$ cat src/rtl/rv32_pkg.sv
// Shared RV32 pipeline definitions: opcodes, forwarding-select encoding
// and the pipeline-sequencer state enum.
package rv32_pkg;

    localparam int unsigned OP_W  = 7;
    localparam int unsigned REG_W = 5;
    localparam int unsigned FWD_W = 2;

    localparam logic [OP_W-1:0] OP_R     = 7'b0110011;
    localparam logic [OP_W-1:0] OP_IMM   = 7'b0010011;
    localparam logic [OP_W-1:0] OP_LOAD  = 7'b0000011;
    localparam logic [OP_W-1:0] OP_STORE = 7'b0100011;
    localparam logic [OP_W-1:0] OP_LUI   = 7'b0110111;
    localparam logic [OP_W-1:0] OP_AUIPC = 7'b0010111;
    localparam logic [OP_W-1:0] OP_JAL   = 7'b1101111;
    localparam logic [OP_W-1:0] OP_JALR  = 7'b1100111;
    localparam logic [OP_W-1:0] OP_BR    = 7'b1100011;

    localparam logic [FWD_W-1:0] FWD_RF = 2'b00;
    localparam logic [FWD_W-1:0] FWD_EX = 2'b01;
    localparam logic [FWD_W-1:0] FWD_WB = 2'b10;

    typedef enum logic [1:0] {
        ST_RUN      = 2'd0,
        ST_LD_STALL = 2'd1,
        ST_MEM_WAIT = 2'd2,
        ST_FLUSH    = 2'd3
    } pipe_state_e;

endpackage

$ cat src/rtl/pipe_hazard_cmp.sv
// Combinational source-register decode, operand-forwarding selects and
// load-use hazard detection for one decode slot.
module pipe_hazard_cmp
    import rv32_pkg::*;
(
    input  logic             dec_valid,
    input  logic [31:0]      dec_ins,
    input  logic             ex_valid,
    input  logic [REG_W-1:0] ex_rd,
    input  logic             ex_reg_w_en,
    input  logic             ex_is_load,
    input  logic [REG_W-1:0] wb_rd,
    input  logic             wb_reg_w_en,
    output logic [FWD_W-1:0] fwd1_c,
    output logic [FWD_W-1:0] fwd2_c,
    output logic             load_use_c
);

    logic [OP_W-1:0]  op;
    logic [REG_W-1:0] rs1;
    logic [REG_W-1:0] rs2;
    logic             use_rs1;
    logic             use_rs2;
    logic             unused_ins;

    assign op  = dec_ins[6:0];
    assign rs1 = dec_ins[19:15];
    assign rs2 = dec_ins[24:20];
    assign unused_ins = ^{dec_ins[31:25], dec_ins[14:7]};

    assign use_rs1 = !((op == OP_LUI) || (op == OP_AUIPC) || (op == OP_JAL));
    assign use_rs2 = (op == OP_R) || (op == OP_STORE) || (op == OP_BR);

    // A load result is not ready in execute, so only ALU results forward from there.
    function automatic logic [FWD_W-1:0] fwd_sel(
        input logic [REG_W-1:0] rs,
        input logic             ex_v,
        input logic             ex_w,
        input logic             ex_ld,
        input logic [REG_W-1:0] ex_d,
        input logic             wb_w,
        input logic [REG_W-1:0] wb_d
    );
        if (rs == '0)                          return FWD_RF;
        if (ex_v && ex_w && !ex_ld && ex_d == rs) return FWD_EX;
        if (wb_w && wb_d == rs)                return FWD_WB;
        return FWD_RF;
    endfunction

    assign fwd1_c = fwd_sel(rs1, ex_valid, ex_reg_w_en, ex_is_load, ex_rd, wb_reg_w_en, wb_rd);
    assign fwd2_c = fwd_sel(rs2, ex_valid, ex_reg_w_en, ex_is_load, ex_rd, wb_reg_w_en, wb_rd);

    assign load_use_c = dec_valid && ex_valid && ex_is_load && ex_reg_w_en
                        && (ex_rd != '0)
                        && ((use_rs1 && ex_rd == rs1) || (use_rs2 && ex_rd == rs2));

endmodule

$ cat src/rtl/pipe_ctrl.sv
// RV32 pipeline sequencer: stage enables, bubble/flush, forwarding selects,
// saturating stall counter and sticky memory-timeout flag.
module pipe_ctrl
    import rv32_pkg::*;
#(
    parameter int unsigned LOAD_LAT     = 1,
    parameter int unsigned FLUSH_CYCLES = 2,
    parameter int unsigned MEM_TIMEOUT  = 255,
    parameter int unsigned CNT_W        = 16
) (
    input  logic             clk,
    input  logic             rst,
    input  logic             dec_valid,
    input  logic [31:0]      dec_ins,
    input  logic             ex_valid,
    input  logic [REG_W-1:0] ex_rd,
    input  logic             ex_reg_w_en,
    input  logic             ex_is_load,
    input  logic [REG_W-1:0] wb_rd,
    input  logic             wb_reg_w_en,
    input  logic             br_taken,
    input  logic             mem_req,
    input  logic             mem_ack,
    output logic             pc_en,
    output logic             dec_en,
    output logic             ex_en,
    output logic             ex_bubble,
    output logic             dec_flush,
    output logic [FWD_W-1:0] fwd1,
    output logic [FWD_W-1:0] fwd2,
    output logic             mem_err,
    output logic [CNT_W-1:0] stall_cnt
);

    localparam int unsigned CW = 3;
    localparam int unsigned TW = 16;
    localparam logic [CW-1:0] LD_INIT = (LOAD_LAT > 1)     ? CW'(LOAD_LAT - 2)     : '0;
    localparam logic [CW-1:0] FL_INIT = (FLUSH_CYCLES > 1) ? CW'(FLUSH_CYCLES - 2) : '0;
    localparam logic [TW-1:0] TMO     = TW'(MEM_TIMEOUT);

    pipe_state_e      state, state_nxt;
    logic [CW-1:0]    cnt, cnt_nxt;
    logic [TW-1:0]    tcnt, tcnt_nxt;
    logic             err_set;
    logic [FWD_W-1:0] fwd1_c, fwd2_c;
    logic             load_use_c;

    pipe_hazard_cmp u_hazard (
        .dec_valid   (dec_valid),
        .dec_ins     (dec_ins),
        .ex_valid    (ex_valid),
        .ex_rd       (ex_rd),
        .ex_reg_w_en (ex_reg_w_en),
        .ex_is_load  (ex_is_load),
        .wb_rd       (wb_rd),
        .wb_reg_w_en (wb_reg_w_en),
        .fwd1_c      (fwd1_c),
        .fwd2_c      (fwd2_c),
        .load_use_c  (load_use_c)
    );

    // State, counters and the sticky error flag
    always_ff @(posedge clk) begin
        if (rst) begin
            state     <= ST_RUN;
            cnt       <= '0;
            tcnt      <= '0;
            mem_err   <= 1'b0;
            stall_cnt <= '0;
        end else begin
            state <= state_nxt;
            cnt   <= cnt_nxt;
            tcnt  <= tcnt_nxt;
            if (err_set) begin
                mem_err <= 1'b1;
            end
            if ((!pc_en || ex_bubble) && (stall_cnt != '1)) begin
                stall_cnt <= stall_cnt + CNT_W'(1);
            end
        end
    end

    // Next state and all pipeline controls, combinational from state and inputs
    always_comb begin
        state_nxt = state;
        cnt_nxt   = cnt;
        tcnt_nxt  = tcnt;
        err_set   = 1'b0;
        pc_en     = 1'b1;
        dec_en    = 1'b1;
        ex_en     = 1'b1;
        ex_bubble = 1'b0;
        dec_flush = 1'b0;
        fwd1      = fwd1_c;
        fwd2      = fwd2_c;

        unique case (state)
            ST_RUN: begin
                if (br_taken) begin
                    dec_flush = 1'b1;
                    ex_bubble = 1'b1;
                    if (FLUSH_CYCLES > 1) begin
                        state_nxt = ST_FLUSH;
                        cnt_nxt   = FL_INIT;
                    end
                end else if (mem_req && !mem_ack) begin
                    pc_en     = 1'b0;
                    dec_en    = 1'b0;
                    ex_en     = 1'b0;
                    tcnt_nxt  = TW'(1);
                    state_nxt = ST_MEM_WAIT;
                end else if (load_use_c) begin
                    pc_en     = 1'b0;
                    dec_en    = 1'b0;
                    ex_bubble = 1'b1;
                    if (LOAD_LAT > 1) begin
                        state_nxt = ST_LD_STALL;
                        cnt_nxt   = LD_INIT;
                    end
                end
            end
            ST_LD_STALL: begin
                pc_en     = 1'b0;
                dec_en    = 1'b0;
                ex_bubble = 1'b1;
                if (cnt == '0) state_nxt = ST_RUN;
                else           cnt_nxt   = cnt - CW'(1);
            end
            ST_MEM_WAIT: begin
                if (mem_ack) begin
                    tcnt_nxt  = '0;
                    state_nxt = ST_RUN;
                end else if (tcnt == TMO) begin
                    // Abort: push a bubble into execute and hold the front end.
                    pc_en     = 1'b0;
                    dec_en    = 1'b0;
                    ex_bubble = 1'b1;
                    err_set   = 1'b1;
                    tcnt_nxt  = '0;
                    state_nxt = ST_RUN;
                end else begin
                    pc_en    = 1'b0;
                    dec_en   = 1'b0;
                    ex_en    = 1'b0;
                    tcnt_nxt = tcnt + TW'(1);
                end
            end
            ST_FLUSH: begin
                dec_flush = 1'b1;
                ex_bubble = 1'b1;
                if (cnt == '0) state_nxt = ST_RUN;
                else           cnt_nxt   = cnt - CW'(1);
            end
            default: state_nxt = ST_RUN;
        endcase

        if (rst) begin
            pc_en     = 1'b0;
            dec_en    = 1'b0;
            ex_en     = 1'b1;
            ex_bubble = 1'b1;
            dec_flush = 1'b1;
            fwd1      = FWD_RF;
            fwd2      = FWD_RF;
        end
    end

endmodule

$ cat config.mk
export PLATFORM = sky130hd
export DESIGN_NAME = pipe_ctrl
export DESIGN_NICKNAME = d
export VERILOG_FILES = /design/src/rtl/rv32_pkg.sv /design/src/rtl/pipe_hazard_cmp.sv /design/src/rtl/pipe_ctrl.sv
export SDC_FILE = /design/constraint.sdc
export NUM_CORES = 1
export LEC_CHECK = 0
export CAP_MARGIN = 20
export CORE_AREA = 3 3 82 69
export DETAILED_ROUTE_END_ITERATION = 10
export DIE_AREA = 0 0 85 72
export PLACE_DENSITY = 0.94
export SLEW_MARGIN = 0
export SYNTH_ARGS = -nofsm -noshare
export SYNTH_HDL_FRONTEND = slang
export SYNTH_SLANG_ARGS = --single-unit
$ cat constraint.sdc
create_clock -name clk -period 8 [get_ports clk]
set_input_delay 2.4 -clock clk [delete_from_list [all_inputs] [get_ports clk]]
set_output_delay 2.4 -clock clk [all_outputs]
set_load 0.01 [all_outputs]
==> metrics.md <==
| Metric | Value |
|---|---|
| Status | `completed` |
| Seq/Total Area, Yosys | `31.3%` |
| Post-synthesis to final-layout area growth | `32.8%` |
| Syn Inst Count | `306` |
| Fin Hold WS | `500 ps` |
| Main combinational cell family by area after synthesis | `simple AND/OR/NAND/NOR gates` |
| PD cells | `167 mW/mm2` |
| CP peak stage delay | `570 ps` |
| CP top delay family | `buffers and inverters` |
| Int Power | `390 uW` |
| # diodes | `0` |
| Met3 usage | `3.75%` |
| M2 GR Usage | `36.6%` |
| Complex-gate fraction of the synthesized area | `14.7%` |
| CP arrival | `4530 ps` |
| Vias in the first global route | `2307` |
| Startpoint types | `input port` |
| Main synth FF type | `dfxtp_1` |
| Adder-cell share of the synthesized area | `4.63%` |
| Row Count | `23` |
| Die width | `85 um` |
| Core Area | `0.00492 mm2` |
| Synth Area in Simple Gates | `31.8%` |
| Fmax | `0.144 GHz` |
| Clock transition at path regs | `70 ps` |
| CTS resizes | `0` |
| TritonCTS clock tree | `yes` |
| Hold-fix buffers, CTS | `0` |
| Height of the die | `72 um` |
| Endpoints failing setup | `0` |
| Crit-path max FO | `3` |
| Flop pwr share | `37.8%` |
| H-tree depth | `2` |
| Post-synthesis xor/xnor area fraction | `12.2%` |
| Critical-path cell list | `clkdlybuf4s50_1 -> xor2_1 -> nor3_2 -> and3_1 -> o2bb2a_2 -> o211ai_1 -> clkdlybuf4s50_1` |
| Total Nets Final | `427` |
| Synth cell types | `49` |
| Syn_area_per_cell | `7.94 um2` |
| First-pass GRT wire length | `10.7 mm` |
| Switch share | `27.6%` |
| Global routing usage on met1 | `27.6%` |
| Max Clock Skew | `4.55 ps` |
| Crit path capture type | `output port` |
| Mux contribution to synthesized area | `1.80%` |
| Boundary Pins | `78` |
| Detailed-route via count | `2473` |
| Clock Path Buffers | `2` |
| Router iterations before antenna repair | `4` |
| Die Area | `0.00612 mm2` |
| DPL Wire Length | `4.88 mm` |
| Clock root cell | `clkbuf_8` |
| Placer congestion estimate | `0.899` |
| Global route hottest layer | `met2` |
| Maximum number of pins on one net before global-route repair | `31` |
| Post-CTS setup buffer count | `0` |
| Port Buffers | `62` |
| Fill cell count | `415` |
| RSZ-0062 raised after global routing | `no` |
| Psw | `149 uW` |
| Post-Route Setup TNS | `0 ps` |
| Drt initial violations | `143` |
| Layout cell share with drive strength beyond 1 | `5.45%` |
| Worst min path class | `flop to flop` |
| Synth top area share | `31.3%` |
| Slew HR | `52.1%` |
| Synthesis-stage register bit count | `38` |
| Total power | `539 uW` |
| Crit Path Category | `input port to output port` |
| Dominant cell type by area after synthesis | `dfxtp_1` |
| Fin. Hold Viols | `0` |
| Synth warn | `0` |
| Share of flip-flops with an asynchronous set or reset | `0%` |
| CTS buffer count | `5` |
| Clock network fraction of design power | `37.8%` |
| Slowest CP cell | `clkdlybuf4s50_1` |
| Routed length per instance | `15.2 um` |
| Ranking of synthesized cells by area | `dfxtp_1, xor2_1, nor2_1` |
| Leakage | `1.14 nW` |
| Post-route DRC violation count | `0` |
| Later-pin clock latency in the skew report | `290 ps` |
| Mapped Area | `0.00243 mm2` |
| Mapped Nets | `367` |
| Antenna violations before repair | `0` |
| Routed WL | `6.51 mm` |
| Max Cap Viol | `0` |
| GRT Total Usage | `21.3%` |
| Number of synthesized flops with an enable pin | `0` |
| Total grt overflow | `0` |
| Final min period | `6930 ps` |
| Worst vdd ir | `0.126 mV` |
| Logic pwr share | `24.4%` |
| Slew @ Worst Pin | `719 ps` |
| DR vias/cell | `5.76` |
| Antenna-violating nets left | `0` |
| Max Slew Vio Count | `0` |
| Data required time of the worst path | `5600 ps` |
| Crit-path most repeated cell | `clkdlybuf4s50_1` |
| Clock Sinks | `38` |
| Crit path buffers/inverters | `2` |
| Final period util | `86.7%` |
| Initial core utilization | `49.4%` |
==> flip-flops by register name (all words and copies together) (netlist names) <==
| register | flops |
|---|---|
| cnt | 3 |
| mem_err | 1 |
| stall_cnt | 16 |
| state | 2 |
| tcnt | 16 |
==> path summary, 6_finish.rpt <==
path	startpoint	to	slack [ps]	cells past startpoint
worst max register to register	stall_cnt[0]	stall_cnt[15]	5230	8
worst min-delay path	cnt[2]	cnt[2]	500	2
worst min register to register	cnt[2]	cnt[2]	500	2
worst max-delay path	dec_ins[22]	ex_bubble	1070	7
==> per-layer routing <==
| layer | vias to the layer above | part of all wire (%) |
|---|---|---|
| met2 | 69 | 49 |
| met4 | 0 | 1.9 |
| met1 | 1163 | 44 |
| met5 | - | 0 |
| met3 | 13 | 5.2 |
| li1 | 1228 | - |
==> tightest hold or removal path, stage by stage, from the launching register on <==
cell     delay [ps]
dfxtp_1         340
a21oi_1          60
nor2_1           70
==> synthesized netlist by cell type, types with 2 or more instances <==
library cell / number
dfxtp_1: 38
a221oi_1: 2
a22o_1: 2
o21ai_0: 5
nor2_1: 45
inv_1: 10
xor2_1: 20
a21oi_1: 21
nand3_1: 16
nand2_1: 25
nand2b_1: 2
clkbuf_1: 7
nor2b_1: 5
xnor2_1: 14
o31ai_1: 9
nand4_1: 10
or4_1: 11
nor4_1: 6
ha_1: 9
and3_1: 9
nand3b_1: 2
o211ai_1: 3
mux2_2: 3
nor3_1: 7
==> final cells by class <==
cell class | count | area [um2] | area share (%)
tap | 62 | 77.6 | 2.40
multi-input combinational | 248 | 1580 | 49.0
inverter | 10 | 37.5 | 1.16
clock inverter | 2 | 60.1 | 1.86
sequential | 38 | 761 | 23.6
timing repair buffer | 63 | 628 | 19.4
clock buffer | 6 | 82.6 | 2.56
==> cells in the final DEF (no fill, tap or decap), drive strengths merged, types with 3 or more instances in the layout <==
cell type	instances
clkdlybuf4s50	62
nor2	45
dfxtp	38
nand2	25
a21oi	22
xor2	20
nand3	16
xnor2	14
or4	11
inv	10
nand4	10
and3	9
o31ai	9
ha	9
nor3	9
nor4	6
clkbuf	6
nor2b	5
o21ai	5
o211ai	3
mux2	3
==> logic make-up after synthesis <==
family	after synthesis
compound gates	53
flops	38
fa+ha+maj	9
simple gates	148
mux	4
buf+inv	20
xor+xnor	34
==> metrics by stage <==
step / area (um2) / utilization (%) / instances / setup slack (ps)
floorplan: 2430 / - / 306 / 2200
global placement: 3090 / 62.7 / 421 / 1110
detailed placement: 3090 / 62.7 / 421 / 1080
CTS: 3230 / 65.6 / 429 / 1080
global route: 3230 / 65.6 / 429 / 996
finish: 3230 / 65.6 / 429 / 1070
==> power groups by stage <==
stage	clock network, mW	logic, mW	registers [mW]
3_5_place_dp	0	0.130	0.208
3_3_place_gp	0	0.125	0.207
5_1_grt	0.213	0.144	0.205
6_report	0.204	0.132	0.204
4_1_cts	0.206	0.131	0.204
2_1_floorplan	0	0.0793	0.208
No activity file was read; power rests on OpenSTA's default activity.
